<file path="config.mk">
export PLATFORM = sky130hd
export DESIGN_NAME = mem_arbiter_flat
export DESIGN_NICKNAME = d
export VERILOG_FILES = /design/src/rtl/mem_arbiter_if.sv /design/src/rtl/mem_arbiter.sv /design/src/flat_wrapper.sv
export SDC_FILE = /design/constraint.sdc
export NUM_CORES = 1
export LEC_CHECK = 0
export ABC_AREA = 1
export ABC_CLOCK_PERIOD_IN_PS = 1600
export BUFFER_PORTS_ARGS = -buffer_cell sky130_fd_sc_hd__buf_2
export CAP_MARGIN = 20
export CORE_AREA = 2 2 129 131
export CTS_BUF_LIST = sky130_fd_sc_hd__clkbuf_4
export CTS_CLUSTER_DIAMETER = 200
export CTS_CLUSTER_SIZE = 10
export DETAILED_ROUTE_END_ITERATION = 6
export DIE_AREA = 0 0 131 133
export PLACE_DENSITY_LB_ADDON = 0.12
export REMOVE_ABC_BUFFERS = 1
export SKIP_CTS_REPAIR_TIMING = 1
export SYNTH_ARGS = -nofsm -noshare
export SYNTH_HDL_FRONTEND = slang
export SYNTH_SLANG_ARGS = --single-unit
</file>
<file path="constraint.sdc">
create_clock -name CLK -period 1.6 [get_ports CLK]
set_clock_uncertainty 0.15 [all_clocks]
set_input_delay 0.16 -clock CLK [delete_from_list [all_inputs] [get_ports CLK]]
set_output_delay 0.16 -clock CLK [all_outputs]
set_load 0.005 [all_outputs]
</file>
<file path="src/rtl/mem_arbiter_if.sv">
// rtl/mem_arbiter_if.sv - requester and RAM signal bundle for the memory arbiter
interface mem_arbiter_if;
    // data requester (coherence bus controller)
    logic              bus_dREN;
    logic              bus_dWEN;
    logic [31:0]       bus_daddr;
    logic [31:0]       bus_dstore;
    logic              bus_dwait;
    logic [31:0]       bus_dload;
    // instruction requesters (two icaches)
    logic [1:0]        iREN;
    logic [1:0][31:0]  iaddr;
    logic [1:0]        iwait;
    logic [1:0][31:0]  iload;
    // RAM port
    logic              ramREN;
    logic              ramWEN;
    logic [31:0]       ramaddr;
    logic [31:0]       ramstore;
    logic [31:0]       ramload;
    logic [1:0]        ramstate;

    // arbiter view
    modport slave (
        input  bus_dREN, bus_dWEN, bus_daddr, bus_dstore, iREN, iaddr, ramload, ramstate,
        output bus_dwait, bus_dload, iwait, iload, ramREN, ramWEN, ramaddr, ramstore
    );

    // requester/RAM view
    modport master (
        output bus_dREN, bus_dWEN, bus_daddr, bus_dstore, iREN, iaddr, ramload, ramstate,
        input  bus_dwait, bus_dload, iwait, iload, ramREN, ramWEN, ramaddr, ramstore
    );
endinterface

</file>
<file path="src/rtl/mem_arbiter.sv">
// rtl/mem_arbiter.sv - single RAM port arbiter: data priority, starvation guard, icache round-robin
module mem_arbiter #(
    parameter int unsigned STARVE_LIMIT = 4
) (
    input  logic          CLK,
    input  logic          nRST,
    mem_arbiter_if.slave  bus
);

    typedef enum logic [1:0] {IDLE, DATA, INSTR0, INSTR1} state_t;

    localparam logic [3:0] LIMIT      = 4'(STARVE_LIMIT);
    localparam logic [1:0] RAM_ACCESS = 2'd2;

    state_t      r_state;
    state_t      w_next;
    state_t      w_instr_tgt;
    logic        r_rr;
    logic [3:0]  r_starve_cnt;
    logic        w_dreq;
    logic        w_any_i;
    logic        w_both_i;
    logic        w_access;

    assign w_dreq   = bus.bus_dREN | bus.bus_dWEN;
    assign w_any_i  = |bus.iREN;
    assign w_both_i = &bus.iREN;
    assign w_access = (bus.ramstate == RAM_ACCESS);

    // read data is a pure pass-through to every requester
    assign bus.bus_dload = bus.ramload;
    assign bus.iload[0]  = bus.ramload;
    assign bus.iload[1]  = bus.ramload;

    // pick which icache wins: round-robin pointer only matters when both ask
    always_comb begin
        w_instr_tgt = INSTR0;
        if (w_both_i)
            w_instr_tgt = r_rr ? INSTR1 : INSTR0;
        else if (bus.iREN[1])
            w_instr_tgt = INSTR1;
    end

    // next-state selection and RAM/wait outputs for the current grant
    always_comb begin
        w_next        = r_state;
        bus.ramREN    = 1'b0;
        bus.ramWEN    = 1'b0;
        bus.ramaddr   = 32'd0;
        bus.ramstore  = 32'd0;
        bus.bus_dwait = 1'b1;
        bus.iwait     = 2'b11;
        case (r_state)
            IDLE: begin
                if ((r_starve_cnt == LIMIT) && w_any_i)
                    w_next = w_instr_tgt;
                else if (w_dreq)
                    w_next = DATA;
                else if (w_any_i)
                    w_next = w_instr_tgt;
            end
            DATA: begin
                bus.ramaddr = bus.bus_daddr;
                if (bus.bus_dWEN) begin
                    bus.ramWEN   = 1'b1;
                    bus.ramstore = bus.bus_dstore;
                end else begin
                    bus.ramREN = bus.bus_dREN;
                end
                if (!w_dreq) begin
                    w_next = IDLE;
                end else if (w_access) begin
                    bus.bus_dwait = 1'b0;
                    w_next        = IDLE;
                end
            end
            INSTR0: begin
                bus.ramREN  = bus.iREN[0];
                bus.ramaddr = bus.iaddr[0];
                if (!bus.iREN[0]) begin
                    w_next = IDLE;
                end else if (w_access) begin
                    bus.iwait[0] = 1'b0;
                    w_next       = IDLE;
                end
            end
            INSTR1: begin
                bus.ramREN  = bus.iREN[1];
                bus.ramaddr = bus.iaddr[1];
                if (!bus.iREN[1]) begin
                    w_next = IDLE;
                end else if (w_access) begin
                    bus.iwait[1] = 1'b0;
                    w_next       = IDLE;
                end
            end
            default: w_next = IDLE;
        endcase
    end

    // state register
    always_ff @(posedge CLK or negedge nRST) begin
        if (!nRST)
            r_state <= IDLE;
        else
            r_state <= w_next;
    end

    // fairness bookkeeping, updated only on the edge that issues a grant
    always_ff @(posedge CLK or negedge nRST) begin
        if (!nRST) begin
            r_rr         <= 1'b0;
            r_starve_cnt <= 4'd0;
        end else if (r_state == IDLE) begin
            if (w_next == DATA) begin
                if (w_any_i && (r_starve_cnt != LIMIT))
                    r_starve_cnt <= r_starve_cnt + 4'd1;
            end else if ((w_next == INSTR0) || (w_next == INSTR1)) begin
                r_starve_cnt <= 4'd0;
                if (w_both_i)
                    r_rr <= ~r_rr;
            end
        end
    end

endmodule

</file>
<file path="src/flat_wrapper.sv">
// flat-port wrapper written by rule: the top's interface ports become plain ports
module mem_arbiter_flat 
#(
    parameter int unsigned STARVE_LIMIT = 4
)
  (CLK, nRST, bus_bus_dREN, bus_bus_dWEN, bus_bus_daddr, bus_bus_dstore, bus_iREN, bus_iaddr, bus_ramload, bus_ramstate, bus_bus_dwait, bus_bus_dload, bus_iwait, bus_iload, bus_ramREN, bus_ramWEN, bus_ramaddr, bus_ramstore);
  mem_arbiter_if bus_i ();
  input  logic CLK;
  input  logic nRST;
  input wire logic [$bits(bus_i.bus_dREN)-1:0] bus_bus_dREN;
  input wire logic [$bits(bus_i.bus_dWEN)-1:0] bus_bus_dWEN;
  input wire logic [$bits(bus_i.bus_daddr)-1:0] bus_bus_daddr;
  input wire logic [$bits(bus_i.bus_dstore)-1:0] bus_bus_dstore;
  input wire logic [$bits(bus_i.iREN)-1:0] bus_iREN;
  input wire logic [$bits(bus_i.iaddr)-1:0] bus_iaddr;
  input wire logic [$bits(bus_i.ramload)-1:0] bus_ramload;
  input wire logic [$bits(bus_i.ramstate)-1:0] bus_ramstate;
  output wire logic [$bits(bus_i.bus_dwait)-1:0] bus_bus_dwait;
  output wire logic [$bits(bus_i.bus_dload)-1:0] bus_bus_dload;
  output wire logic [$bits(bus_i.iwait)-1:0] bus_iwait;
  output wire logic [$bits(bus_i.iload)-1:0] bus_iload;
  output wire logic [$bits(bus_i.ramREN)-1:0] bus_ramREN;
  output wire logic [$bits(bus_i.ramWEN)-1:0] bus_ramWEN;
  output wire logic [$bits(bus_i.ramaddr)-1:0] bus_ramaddr;
  output wire logic [$bits(bus_i.ramstore)-1:0] bus_ramstore;
  assign bus_i.bus_dREN = bus_bus_dREN;
  assign bus_i.bus_dWEN = bus_bus_dWEN;
  assign bus_i.bus_daddr = bus_bus_daddr;
  assign bus_i.bus_dstore = bus_bus_dstore;
  assign bus_i.iREN = bus_iREN;
  assign bus_i.iaddr = bus_iaddr;
  assign bus_i.ramload = bus_ramload;
  assign bus_i.ramstate = bus_ramstate;
  assign bus_bus_dwait = bus_i.bus_dwait;
  assign bus_bus_dload = bus_i.bus_dload;
  assign bus_iwait = bus_i.iwait;
  assign bus_iload = bus_i.iload;
  assign bus_ramREN = bus_i.ramREN;
  assign bus_ramWEN = bus_i.ramWEN;
  assign bus_ramaddr = bus_i.ramaddr;
  assign bus_ramstore = bus_i.ramstore;
  mem_arbiter #(.STARVE_LIMIT(STARVE_LIMIT)) u_core (.CLK(CLK), .nRST(nRST), .bus(bus_i));
endmodule
</file>
==> results of run 1 <==
-- power groups by stage --
| stage | registers, W | logic, W | clock network [W] |
|---|---|---|---|
| CTS | 0.000325 | 0.00224 | 0.000193 |
| floorplan | 0.000318 | 0.00105 | 0 |
| finish | 0.000327 | 0.00301 | 0.000182 |
| detailed placement | 0.000326 | 0.00223 | 0 |
| global placement | 0.000329 | 0.00224 | 0 |
| global route | 0.000337 | 0.00334 | 0.000211 |
-- routing by layer --
| metal | routed length [µm] | GRT usage (%) | part of all wire (%) |
|---|---|---|---|
| met3 | 2800 | 12.6 | 18 |
| met1 | 5600 | 14.8 | 36 |
| met5 | 172 | 8.82 | 1.1 |
| met4 | 54 | 1.18 | 0.34 |
| met2 | 7060 | 23.7 | 45 |
-- logic make-up (layout without fill, tap and decap cells) --
logic type | count (synthesis) | in the layout
fa+ha+maj | 2 | 2
simple gates | 240 | 240
buf+inv | 128 | 247
flops | 7 | 7
compound gates | 6 | 6
-- sequential cells by signal, indices dropped and copies added (netlist names) --
signal and cells:
u_core.r_starve_cnt 4, u_core.r_rr 1, u_core.r_state 2
-- worst paths after layout --
path                       slack [ns]                     end               from
setup / recovery                -0.13          bus_ramaddr[6]  u_core.r_state[0]
hold / removal                   0.12  u_core.r_starve_cnt[1]               nRST
setup reg to reg                 0.11  u_core.r_starve_cnt[3]  u_core.r_state[1]
hold reg to reg                  0.32             u_core.r_rr        u_core.r_rr
max in group asynchronous        1.00       u_core.r_state[1]               nRST
min in group CLK                 0.14       u_core.r_state[0]       bus_bus_dREN
-- area by class of cell --
| cell class | instances | share of cell area (%) |
|---|---|---|
| clock buffers | 4 | 0.956 |
| inverters | 16 | 2.47 |
| multi-input cells | 248 | 37.6 |
| flip-flops and latches | 7 | 5.62 |
| well taps | 220 | 8.76 |
| repair buffers | 227 | 44.6 |
-- cells in the final DEF (no fill, tap or decap), types with 5 or more instances in the layout --
cell type                     n
sky130_fd_sc_hd__buf_2      200
sky130_fd_sc_hd__buf_4        8
sky130_fd_sc_hd__buf_6        5
sky130_fd_sc_hd__clkbuf_16    6
sky130_fd_sc_hd__dfrtp_1      6
sky130_fd_sc_hd__inv_1       10
sky130_fd_sc_hd__nand2_1    140
sky130_fd_sc_hd__nand2_2      8
sky130_fd_sc_hd__nand3_1     36
sky130_fd_sc_hd__nand3_2      5
sky130_fd_sc_hd__nor2_1      30
sky130_fd_sc_hd__nor2_2       7
sky130_fd_sc_hd__nor2_4       9
-- stage by stage --
step                std cells  util (%)  setup TNS, ns  setup WS (ns)
finish                    722      19.4          -3.80         -0.126
global route              722      19.4          -8.74         -0.203
CTS                       707      16.6          -6.30         -0.163
detailed placement        703      16.5              0          0.123
global placement          703      16.5              0          0.140
floorplan                 271         -         -0.925         -0.124
-- cell usage after synthesis, drive strengths merged --
cell / count / area share [%]
clkbuf: 3 / 0.54
nand3b: 1 / 0.36
o21ai: 4 / 1.1
dfrtp: 7 / 8.4
inv: 16 / 2.9
nor3: 1 / 0.24
nand3: 41 / 9.9
buf: 109 / 38
nand2: 151 / 28
nor2: 46 / 8.6
a21oi: 1 / 0.24
ha: 2 / 1.2
o21bai: 1 / 0.36
==> impl_summary.md, run 1 <==
STA
Setup slack on the critical path of the routed design comes to -0.126 ns. The maximum achievable frequency is roughly 0.58 GHz. Headroom to the max-slew limit came out at a little over 80%. The final count of pins violating max slew is 0. Setup repair after global routing could not meet its margin everywhere. The total count of hold-check failures in the final report is 0.

Setup violations remaining at the end of the flow were counted as 57. Counting I/O delays and the setup requirement, the final critical path takes approximately 1.7 ns. In the finished design, the share of the clock period the worst path needs comes to 108%. Hold is met by ~0.12 ns. The worst-margin pin slew is roughly 0.25 ns.

Power and ir drop
The internal power is approximately 0.0018 W. The logic gate share of total power is 85.5%. Net switching is 50.2% of the power. The relative contribution of sequential cells to total power is under 10%. VDD sags by at most about 0.00049 V. The leakage power summed over all cells is 1.78 nW. The clock power share is 5.2%.

The sum of internal, switching and leakage power is between 0.003 and 0.004 W. Dividing total power by cell area gives a power density of 1120 nW/µm². The analysis attributes to net switching a power of between 0.0015 and 0.002 W.

Routing
The total routed wirelength is 15.7 mm. The remaining antenna violation count is 0. Detailed routing inserted a total of ~2900 vias. After detailed routing, the number of remaining DRC violations is 0. The detailed-route wire length per cell is ~22 µm. The first detailed-routing pass took 4 iterations. The number of DRC markers in iteration 0 is between 150 and 200.

In the routed layout, each cell is associated on average with a via count of 4.03.

Yosys
The total standard cell area after synthesis is about 2100 µm². The register bit total from synthesis is 7. The sequential element share of the synthesized area is about 8.4%.

The gate count after technology mapping is ~380. The distinct cell type count of the synthesized netlist is 18. After Yosys synthesis, full adders, half adders and majority gates account for 1.21% of the synthesized area. The mux contribution to synthesized area is 0%.

Each instance of the synthesized netlist takes up on average between 5 and 6 µm². The synthesized netlist devotes 1.75% of its cell area to compound gates. Of the total synthesized cell area, the portion taken by XOR and XNOR cells is 0%. The largest family of logic cells by synthesized area is simple AND/OR/NAND/NOR gates. The number of warnings printed during yosys synthesis is 0. Of the total synthesized cell area, the portion taken by AND, OR, NAND and NOR gates is 46.9%.

Worst setup path
The critical path class is register to output port. The largest stage delay on the critical path is ~0.42 ns. STA puts the critical path data required time at ~1.3 ns.

STA classifies the critical path startpoint as a register. The length in cells of the worst reg-to-reg path is 9. The critical path contains buffers and inverters numbering 4 combined. The type of destination of the critical path is an output port. Among cell families on the critical path, the largest total delay comes from buffers and inverters.

The largest fanout of any net on the critical path is 8. The endpoint arrival time on the critical path is around 1.4 ns. The signal on the critical path passes through buf_4 -> nand2_8 -> inv_8 -> clkbuf_16 -> nand2_1 -> nand3_1 -> buf_2. The critical path runs through a total of 7 cells. The slowest stage of the critical path is the sky130_fd_sc_hd__dfrtp_1 cell.

Floorplanning
The die is approximately 130 µm wide. The initial utilization of the core area, before any placement, comes to around 13%. From bottom edge to top edge, the die measures 133 µm. The floorplan step defined a die boundary enclosing between 15000 and 20000 µm². The floorplan has 47 rows. The core region is 16200 µm². In this run the count of I/O pins placed on the die edge is ~330.

CTS
CTS built an H-tree with a depth of 1. After clock tree synthesis, the clock-pin slew on the worst setup and hold paths is about 0.060 ns. The clock network latency to the later pin of the worst-skew pair is ~0.25 ns. In this run the clock root is driven by a sky130_fd_sc_hd__clkbuf_4. The tree built by TritonCTS fans out to 7 sinks. No sink is reached through more buffers than the 2 on the longest clock path. TritonCTS built the clock tree. Clock tree synthesis inserted a total of 3 buffers.

Global route
Entering global routing, the biggest net connects 34 pins. The first global-routing pass estimated between 15 and 20 mm of wire. The number of antenna violations at the first check in global routing was 0. The number of global-route vias before repair came to 2765.

In the global route stage, overall resource usage came out at 14.8%. The leftover overflow at the end of global routing is 0.

Layout
The sequential cells in the finished layout cover a total of 176 µm². Counting the fill cells in the layout gives between 1500 and 2000. The total number of nets in the final design is about 670.

0 antenna diodes ended up in the layout. The finished cells cover ~3100 µm². The fraction of final layout cells with drive strength greater than 1 is between 50% and 60%. The area of the multi-input gates is around 1200 µm². The area overhead of the layout relative to synthesis is 51.5%.

Status
The final reports fail on negative setup slack. The run finished, with violations left.

Placement
The post-DP HPWL is 12.3 mm. The placed instances occupy a cell area of 2660 µm². The placer congestion estimate is approximately 0.79. The count of input and output buffers is around 200.

Run
The number of violations of the max-capacitance limit is 0.

Hold path
The path class of the lowest-slack min-delay path is input pin to asynchronous set/reset pin.
(Power assumes the default switching activity.)
==> inputs of run 2 (changes only) <==
--- a/config.mk
+++ b/config.mk
@@ -9,12 +9,14 @@
 export ABC_CLOCK_PERIOD_IN_PS = 1600
 export BUFFER_PORTS_ARGS = -buffer_cell sky130_fd_sc_hd__buf_2
 export CAP_MARGIN = 20
-export CORE_AREA = 2 2 129 131
+export CELL_PAD_IN_SITES_DETAIL_PLACEMENT = 2
+export CELL_PAD_IN_SITES_GLOBAL_PLACEMENT = 2
+export CORE_MARGIN = 2
+export CORE_UTILIZATION = 11
 export CTS_BUF_LIST = sky130_fd_sc_hd__clkbuf_4
 export CTS_CLUSTER_DIAMETER = 200
 export CTS_CLUSTER_SIZE = 10
 export DETAILED_ROUTE_END_ITERATION = 6
-export DIE_AREA = 0 0 131 133
 export PLACE_DENSITY_LB_ADDON = 0.12
 export REMOVE_ABC_BUFFERS = 1
 export SKIP_CTS_REPAIR_TIMING = 1
==> run 2 against run 1 <==
  * The run still ends with negative setup slack left
  * Critical endpoint is now bus_ramaddr[8]
  * Critical path depth stayed put
  * Total power is 1.9% higher
  * Combinational power hardly changed
  * First-iteration DRC count is 35% lower
  * Global-route usage is 0.30 points higher
  * Register-to-register slack hardly changed
  * Sequential power is 7.3% higher
  * Largest cell class unchanged
  * Setup slack worse by 0.030 ns
==> impl_summary.md, run 2 (synthesized netlist as in run 1, its figures left out) <==
Routing
The remaining antenna violation count is 0 (unchanged). The total routed wirelength is 17.4 mm (was 15.7 mm). The number of DRC markers in iteration 0 is 124 (was 191).

The detailed-routing iteration count for the pre-antenna-repair pass is 4 (unchanged). The number of vias per cell is 3.91 (was 4.03). The detailed-route wire length per cell is 23.6 µm (was 21.7 µm).

The total via count in the routed design is 2884 (was 2907). The number of DRC violations after detailed routing is 0 (unchanged).

Worst setup path
The critical path required time is 1.29 ns (about the same). The type of destination of the critical path is an output port (unchanged). The largest fanout of any net on the critical path came to 6 (was 8). Sequence of cells on the critical path: inv_2 -> nand2_2 -> clkinv_4 -> clkbuf_16 -> nand2_1 -> nand3_1 -> buf_2 (was buf_4 -> nand2_8 -> inv_8 -> clkbuf_16 -> nand2_1 -> nand3_1 -> buf_2). The endpoint arrival time on the critical path is 1.45 ns (was 1.42 ns). The largest stage delay on the critical path is 0.45 ns (was 0.42 ns). The critical path class is register to output port (unchanged).

The library cell contributing the largest single delay on the critical path is sky130_fd_sc_hd__dfrtp_2 (was sky130_fd_sc_hd__dfrtp_1). The kind of start point of the critical path is a register (unchanged). The family with the most delay on the worst path is buffers and inverters (unchanged).

The count of buffer and inverter cells on the critical path is 4 (unchanged).

Layout
The register name with the most flops is u_core.r_starve_cnt (unchanged). The area of the multi-input gates is 1210 µm² (was 1180 µm²). The area taken by flip-flops and latches is 178 µm² (was 176 µm²). The area overhead of the layout relative to synthesis is 54.0% (was 51.5%). The final instance count without filler cells came to 737 (was 722). The count of fill cells added during filler insertion is 2300 (was 1896).

The fraction of final layout cells with drive strength greater than 1 is 58.9% (was 53.8%). The total non-filler cell area in the finished layout came to 3190 µm² (was 3140 µm²). The number of flip-flops in the largest register is 4 (unchanged). Regs by FF count: u_core.r_starve_cnt: 4 flops, u_core.r_state: 2 flops, u_core.r_rr: 1 flops (unchanged). Most frequent cells in the layout: 200 x sky130_fd_sc_hd__buf_2, 126 x sky130_fd_sc_hd__nand2_1, 28 x sky130_fd_sc_hd__nand3_1 (was 200 x sky130_fd_sc_hd__buf_2, 140 x sky130_fd_sc_hd__nand2_1, 36 x sky130_fd_sc_hd__nand3_1). The total number of nets in the final design is 672 (was 673).

The leading cell type in the layout, fill and taps excluded is sky130_fd_sc_hd__buf_2 (unchanged).

STA
The worst-case headroom to the max-slew limit was 72.9% (was 83.0%). The final setup slack of the worst path came to -0.155 ns (was -0.126 ns). The final period utilization is 110% (was 108%). The total setup violations reported at the end of the flow was 68 (was 57). The worst-margin pin slew was 0.405 ns (was 0.254 ns). RSZ-0062 raised after global routing: true (unchanged). The maximum achievable frequency is 0.570 GHz (was 0.580 GHz). The final count of pins violating max slew is 0 (unchanged). The total count of hold-check failures in the final report is 0 (unchanged). The post-route worst hold slack is 0.105 ns (was 0.116 ns). The clock period minus final worst setup slack is 1.76 ns (was 1.73 ns).

Hold path
The path class of the lowest-slack min-delay path is input pin to asynchronous set/reset pin (unchanged).

Floorplanning
The core area is 18600 µm² (was 16200 µm²). The die boundary width is 141 µm (was 131 µm). The top-level I/O count was 333 (unchanged). The die span in y is 141 µm (was 133 µm). The placement row count is 50 (was 47). The starting density of the core is 11.2% (was 12.8%).

The overall die area came to 20000 µm² (was 17400 µm²).

CTS
The H-tree level count was 1 (unchanged). The clock-pin slew reported for the worst setup and hold paths after clock tree synthesis came to 0.07 ns (was 0.06 ns). The number of buffers created by CTS is 3 (unchanged). The clock network latency to the later pin of the worst-skew pair is 0.27 ns (was 0.25 ns). The root cell of the clock tree is sky130_fd_sc_hd__clkbuf_4 (unchanged).

The number of buffers on the longest clock path was 2 (unchanged). The TritonCTS clock tree is built (unchanged). The CTS sink count is 7 (unchanged).

Global route
The number of antenna violations at the first check in global routing is 2 (was 0). The pin count of the biggest net entering global routing came to 34 (unchanged). The total routing usage reported by global routing is 15.1% (was 14.8%). The leftover overflow at the end of global routing is 0 (unchanged). The global-route wire length before repair is 21.7 mm (was 18.5 mm). The number of global-route vias before repair is 2973 (was 2765).

Placement
The cell count after placement is 715 (was 703). The worst-case setup slack after placement came to 0.0498 ns (was 0.123 ns). The count of input and output buffers is 204 (unchanged).

The standard cell area after detailed placement is 2680 µm² (was 2660 µm²). The post-DP HPWL came to 13.9 mm (was 12.3 mm). The placer congestion estimate is 0.790 (was 0.795).

Power and ir drop
The maximum vdd drop is 0.000472 V (was 0.000491 V). The leakage power summed over all cells is 1.81 nW (was 1.78 nW). The power density normalized to cell area is 1120 nW/µm² (about the same).

Status
Violated checks: negative setup slack (unchanged). Result of the run: finished, violations left (unchanged).

Run
The number of violations of the max-capacitance limit is 0 (unchanged).
==> run 2: changes by cell type in the layout (fill, tap and decap cells not counted), sizes merged <==
cell	previous run	this run
buf	220	219
clkinv	1	2
diode	0	2
inv	15	14
==> run 2: path summary, 6_finish.rpt <==
path / slack [ns] / cells after the start / endpoint / from
worst min register to register: 0.32 / 2 / u_core.r_rr / u_core.r_rr
max in group asynchronous: 0.99 / 2 / u_core.r_state[0] / nRST
worst max-delay path: -0.16 / 7 / bus_ramaddr[8] / u_core.r_state[0]
min in group CLK: 0.16 / 5 / u_core.r_state[0] / bus_bus_dREN
worst max register to register: 0.10 / 10 / u_core.r_rr / u_core.r_state[0]
worst min-delay path: 0.10 / 2 / u_core.r_starve_cnt[2] / nRST
==> run 2: layout make-up <==
class	instances	share of cell area, %
Tap cell	234	9.17
Sequential cell	7	5.56
Antenna cell	2	0.157
Inverter	16	2.59
Timing Repair Buffer	226	43.6
Multi-Input combinational cell	248	38.0
Clock buffer	4	0.940
==> run 2: metal layers <==
layer  global-route usage [%]  wire, µm  vias up
li1                         -         -     1318
met1                     17.4      6770     1323
met2                     22.6      7680      231
met3                     11.0      2730       10
met4                     2.58       155        2
met5                     4.51        51        -
==> run 2: where the power goes <==
part	internal (W)	switching [W]	leakage [nW]
Clock	0.000113	0.0000867	0.0184
Combinational	0.00138	0.00166	1.71
Sequential	0.000259	0.0000919	0.0855
Total	0.00175	0.00184	1.81
==> run 2: metrics by stage <==
stage                     util, %  setup TNS (ns)  total power [W]
final                        17.2           -5.32          0.00359
after global routing         17.2          -12.14          0.00397
after CTS                    14.6           -9.36          0.00287
after detailed placement     14.4               0          0.00266
after global placement       14.4               0          0.00263
after floorplan                 -          -0.925          0.00136
==> inputs of run 3 (changes only) <==
--- a/config.mk
+++ b/config.mk
@@ -7,7 +7,7 @@
 export LEC_CHECK = 0
 export ABC_AREA = 1
 export ABC_CLOCK_PERIOD_IN_PS = 1600
-export BUFFER_PORTS_ARGS = -buffer_cell sky130_fd_sc_hd__buf_2
+export BUFFER_PORTS_ARGS = -buffer_cell sky130_fd_sc_hd__clkbuf_2
 export CAP_MARGIN = 20
 export CELL_PAD_IN_SITES_DETAIL_PLACEMENT = 2
 export CELL_PAD_IN_SITES_GLOBAL_PLACEMENT = 2
==> run 3 against run 2 <==
  * The flow still finishes with violations (negative setup slack)
  * Critical path depth fell by 1
  * Flip-flop and latch count unchanged
  * Largest power group unchanged
  * Clock-buffer cell count is the same
  * Cell count is 0.95% lower
  * Global-route usage decreased by 0.16 points
  * Via count shrank 2.3%
  * Worst hold slack improved by 0.016 ns
==> impl_summary.md, run 3 (synthesized netlist as in run 1, its figures left out) <==
Status
Result of the run: finished, violations left (unchanged). Violated checks: negative setup slack (unchanged).

STA
The total setup violations reported at the end of the flow was 68 (unchanged). The worst-case headroom to the max-slew limit came to 73.7% (was 72.9%). The final setup slack of the worst path is -0.125 ns (was -0.155 ns). The maximum achievable frequency is 0.580 GHz (was 0.570 GHz).

The total count of hold-check failures in the final report was 0 (unchanged). The worst-margin pin slew is 0.392 ns (was 0.405 ns). The clock period minus final worst setup slack is 1.72 ns (was 1.76 ns). The final period utilization was 108% (was 110%). RSZ-0062 raised after global routing: true (unchanged).

The final count of pins violating max slew is 0 (unchanged).

Worst setup path
The critical path class is register to output port (unchanged). The setup slack on the worst flop-to-flop path is 0.10 ns (about the same). The library cell contributing the largest single delay on the critical path was sky130_fd_sc_hd__dfrtp_2 (unchanged). The largest stage delay on the critical path is 0.46 ns (was 0.45 ns). The endpoint arrival time on the critical path is 1.41 ns (was 1.45 ns).

The reg-to-reg critical path startpoint was u_core.r_state[0] (unchanged). The worst setup path startpoint is u_core.r_state[0] (unchanged). The critical path required time is 1.29 ns (about the same).

The largest fanout of any net on the critical path came to 8 (was 6). The length in cells of the worst reg-to-reg path is 9 (was 10). The endpoint of the lowest-slack register-to-register path is u_core.r_rr (unchanged).

The kind of start point of the critical path is a register (unchanged). The family with the most delay on the worst path is buffers and inverters (unchanged). The count of buffer and inverter cells on the critical path is 4 (unchanged). Sequence of cells on the critical path: inv_2 -> nand2_2 -> clkinv_4 -> clkbuf_16 -> nand3_1 -> clkbuf_2 (was inv_2 -> nand2_2 -> clkinv_4 -> clkbuf_16 -> nand2_1 -> nand3_1 -> buf_2). The type of destination of the critical path was an output port (unchanged).

Routing
The total routed wirelength is 17.4 mm (about the same). The number of DRC violations after detailed routing came to 0 (unchanged). The detailed-routing iteration count for the pre-antenna-repair pass is 4 (unchanged).

The detailed-route wire length per cell is 23.8 µm (was 23.6 µm). The remaining antenna violation count is 0 (unchanged). The number of DRC markers in iteration 0 is 88 (was 124). The total via count in the routed design is 2819 (was 2884). The number of vias per cell is 3.86 (was 3.91).

Placement
The post-DP HPWL is 13.9 mm (about the same). The cell count after placement is 714 (was 715). The count of input and output buffers is 204 (unchanged). The placer congestion estimate is 0.794 (was 0.790). The standard cell area after detailed placement is 2670 µm² (was 2680 µm²).

Floorplanning
The die boundary width came to 141 µm (unchanged). The top-level I/O count is 333 (unchanged). The core area is 18600 µm² (unchanged). The placement row count is 50 (unchanged).

The die span in y is 141 µm (unchanged). The starting density of the core is 11.2% (unchanged). The overall die area is 20000 µm² (unchanged).

Layout
The total number of nets in the final design came to 667 (was 672). The register name with the most flops is u_core.r_starve_cnt (unchanged). The count of fill cells added during filler insertion is 2326 (was 2300). The total non-filler cell area in the finished layout was 3090 µm² (was 3190 µm²). The number of flip-flops in the largest register is 4 (unchanged). The antenna diode instance count is 0 (was 2). Regs by FF count: u_core.r_starve_cnt: 4 flops, u_core.r_state: 2 flops, u_core.r_rr: 1 flops (unchanged). The fraction of final layout cells with drive strength greater than 1 is 55.6% (was 58.9%). The leading cell type in the layout, fill and taps excluded is sky130_fd_sc_hd__clkbuf_2 (was sky130_fd_sc_hd__buf_2). The area overhead of the layout relative to synthesis is 49.2% (was 54.0%).

Most frequent cells in the layout: 190 x sky130_fd_sc_hd__clkbuf_2, 138 x sky130_fd_sc_hd__nand2_1, 35 x sky130_fd_sc_hd__nand3_1 (was 200 x sky130_fd_sc_hd__buf_2, 126 x sky130_fd_sc_hd__nand2_1, 28 x sky130_fd_sc_hd__nand3_1). The final instance count without filler cells is 730 (was 737).

Global route
The number of global-route vias before repair is 2931 (was 2973). The global-route wire length before repair was 21.5 mm (was 21.7 mm). The pin count of the biggest net entering global routing is 34 (unchanged).

The number of antenna violations at the first check in global routing was 0 (was 2). The total routing usage reported by global routing is 15.0% (was 15.1%). The leftover overflow at the end of global routing is 0 (unchanged).

CTS
The TritonCTS clock tree is built (unchanged). The clock-pin slew reported for the worst setup and hold paths after clock tree synthesis is 0.06 ns (was 0.07 ns). The root cell of the clock tree is sky130_fd_sc_hd__clkbuf_4 (unchanged). The number of buffers on the longest clock path is 2 (unchanged). The H-tree level count is 1 (unchanged). The number of buffers created by CTS is 3 (unchanged). The clock network latency to the later pin of the worst-skew pair came to 0.26 ns (was 0.27 ns). The CTS sink count is 7 (unchanged).

Power and ir drop
The power density normalized to cell area is 1150 nW/µm² (was 1120 nW/µm²). The leakage power summed over all cells is 1.76 nW (was 1.81 nW). The maximum vdd drop is 0.000497 V (was 0.000472 V).

Hold path
The path class of the lowest-slack min-delay path is input pin to asynchronous set/reset pin (unchanged).

Run
The number of violations of the max-capacitance limit came to 0 (unchanged).
-- run 3: stage by stage --
stage | TNS, ns | total power (W) | hold slack (ns) | util, % | setup WS, ns
2_1_floorplan | -0.925 | 0.00136 | -0.286 | - | -0.124
3_3_place_gp | 0 | 0.00264 | -0.126 | 14.4 | 0.0780
3_5_place_dp | 0 | 0.00267 | -0.127 | 14.4 | 0.0501
4_1_cts | -9.34 | 0.00288 | -0.415 | 14.5 | -0.242
5_1_grt | -9.46 | 0.00392 | 0.149 | 16.6 | -0.209
6_report | -4.42 | 0.00356 | 0.121 | 16.6 | -0.125
-- run 3: routing by layer --
metal  wire [µm]  vias to the layer above  track usage (%)
met5          51                        -             4.51
met4          59                        2             1.63
met3        2810                        6             11.2
met2        7800                      214             22.7
met1        6670                     1292             17.1
li1            -                     1305                -
-- run 3: worst max path at each step --
stage,depth (start not counted),to
6_report,6,bus_iwait[0]
5_1_grt,7,bus_ramaddr[18]
4_1_cts,7,bus_ramaddr[10]
3_5_place_dp,7,bus_ramaddr[10]
3_3_place_gp,6,bus_iwait[0]
2_1_floorplan,5,bus_ramREN
-- run 3: power breakdown --
| group | switching [W] | total (W) | internal, W |
|---|---|---|---|
| registers | 0.0000900 | 0.000349 | 0.000259 |
| clock network | 0.0000809 | 0.000194 | 0.000113 |
| logic | 0.00168 | 0.00302 | 0.00134 |
-- run 3: final cells by class --
cell class / count / area [µm²] / area share (%)
Timing Repair Buffer: 221 / 1330 / 43.0
Multi-Input combinational cell: 248 / 1180 / 38.2
Tap cell: 234 / 293 / 9.47
Sequential cell: 7 / 178 / 5.74
Inverter: 16 / 82.6 / 2.67
Clock buffer: 4 / 30.0 / 0.971
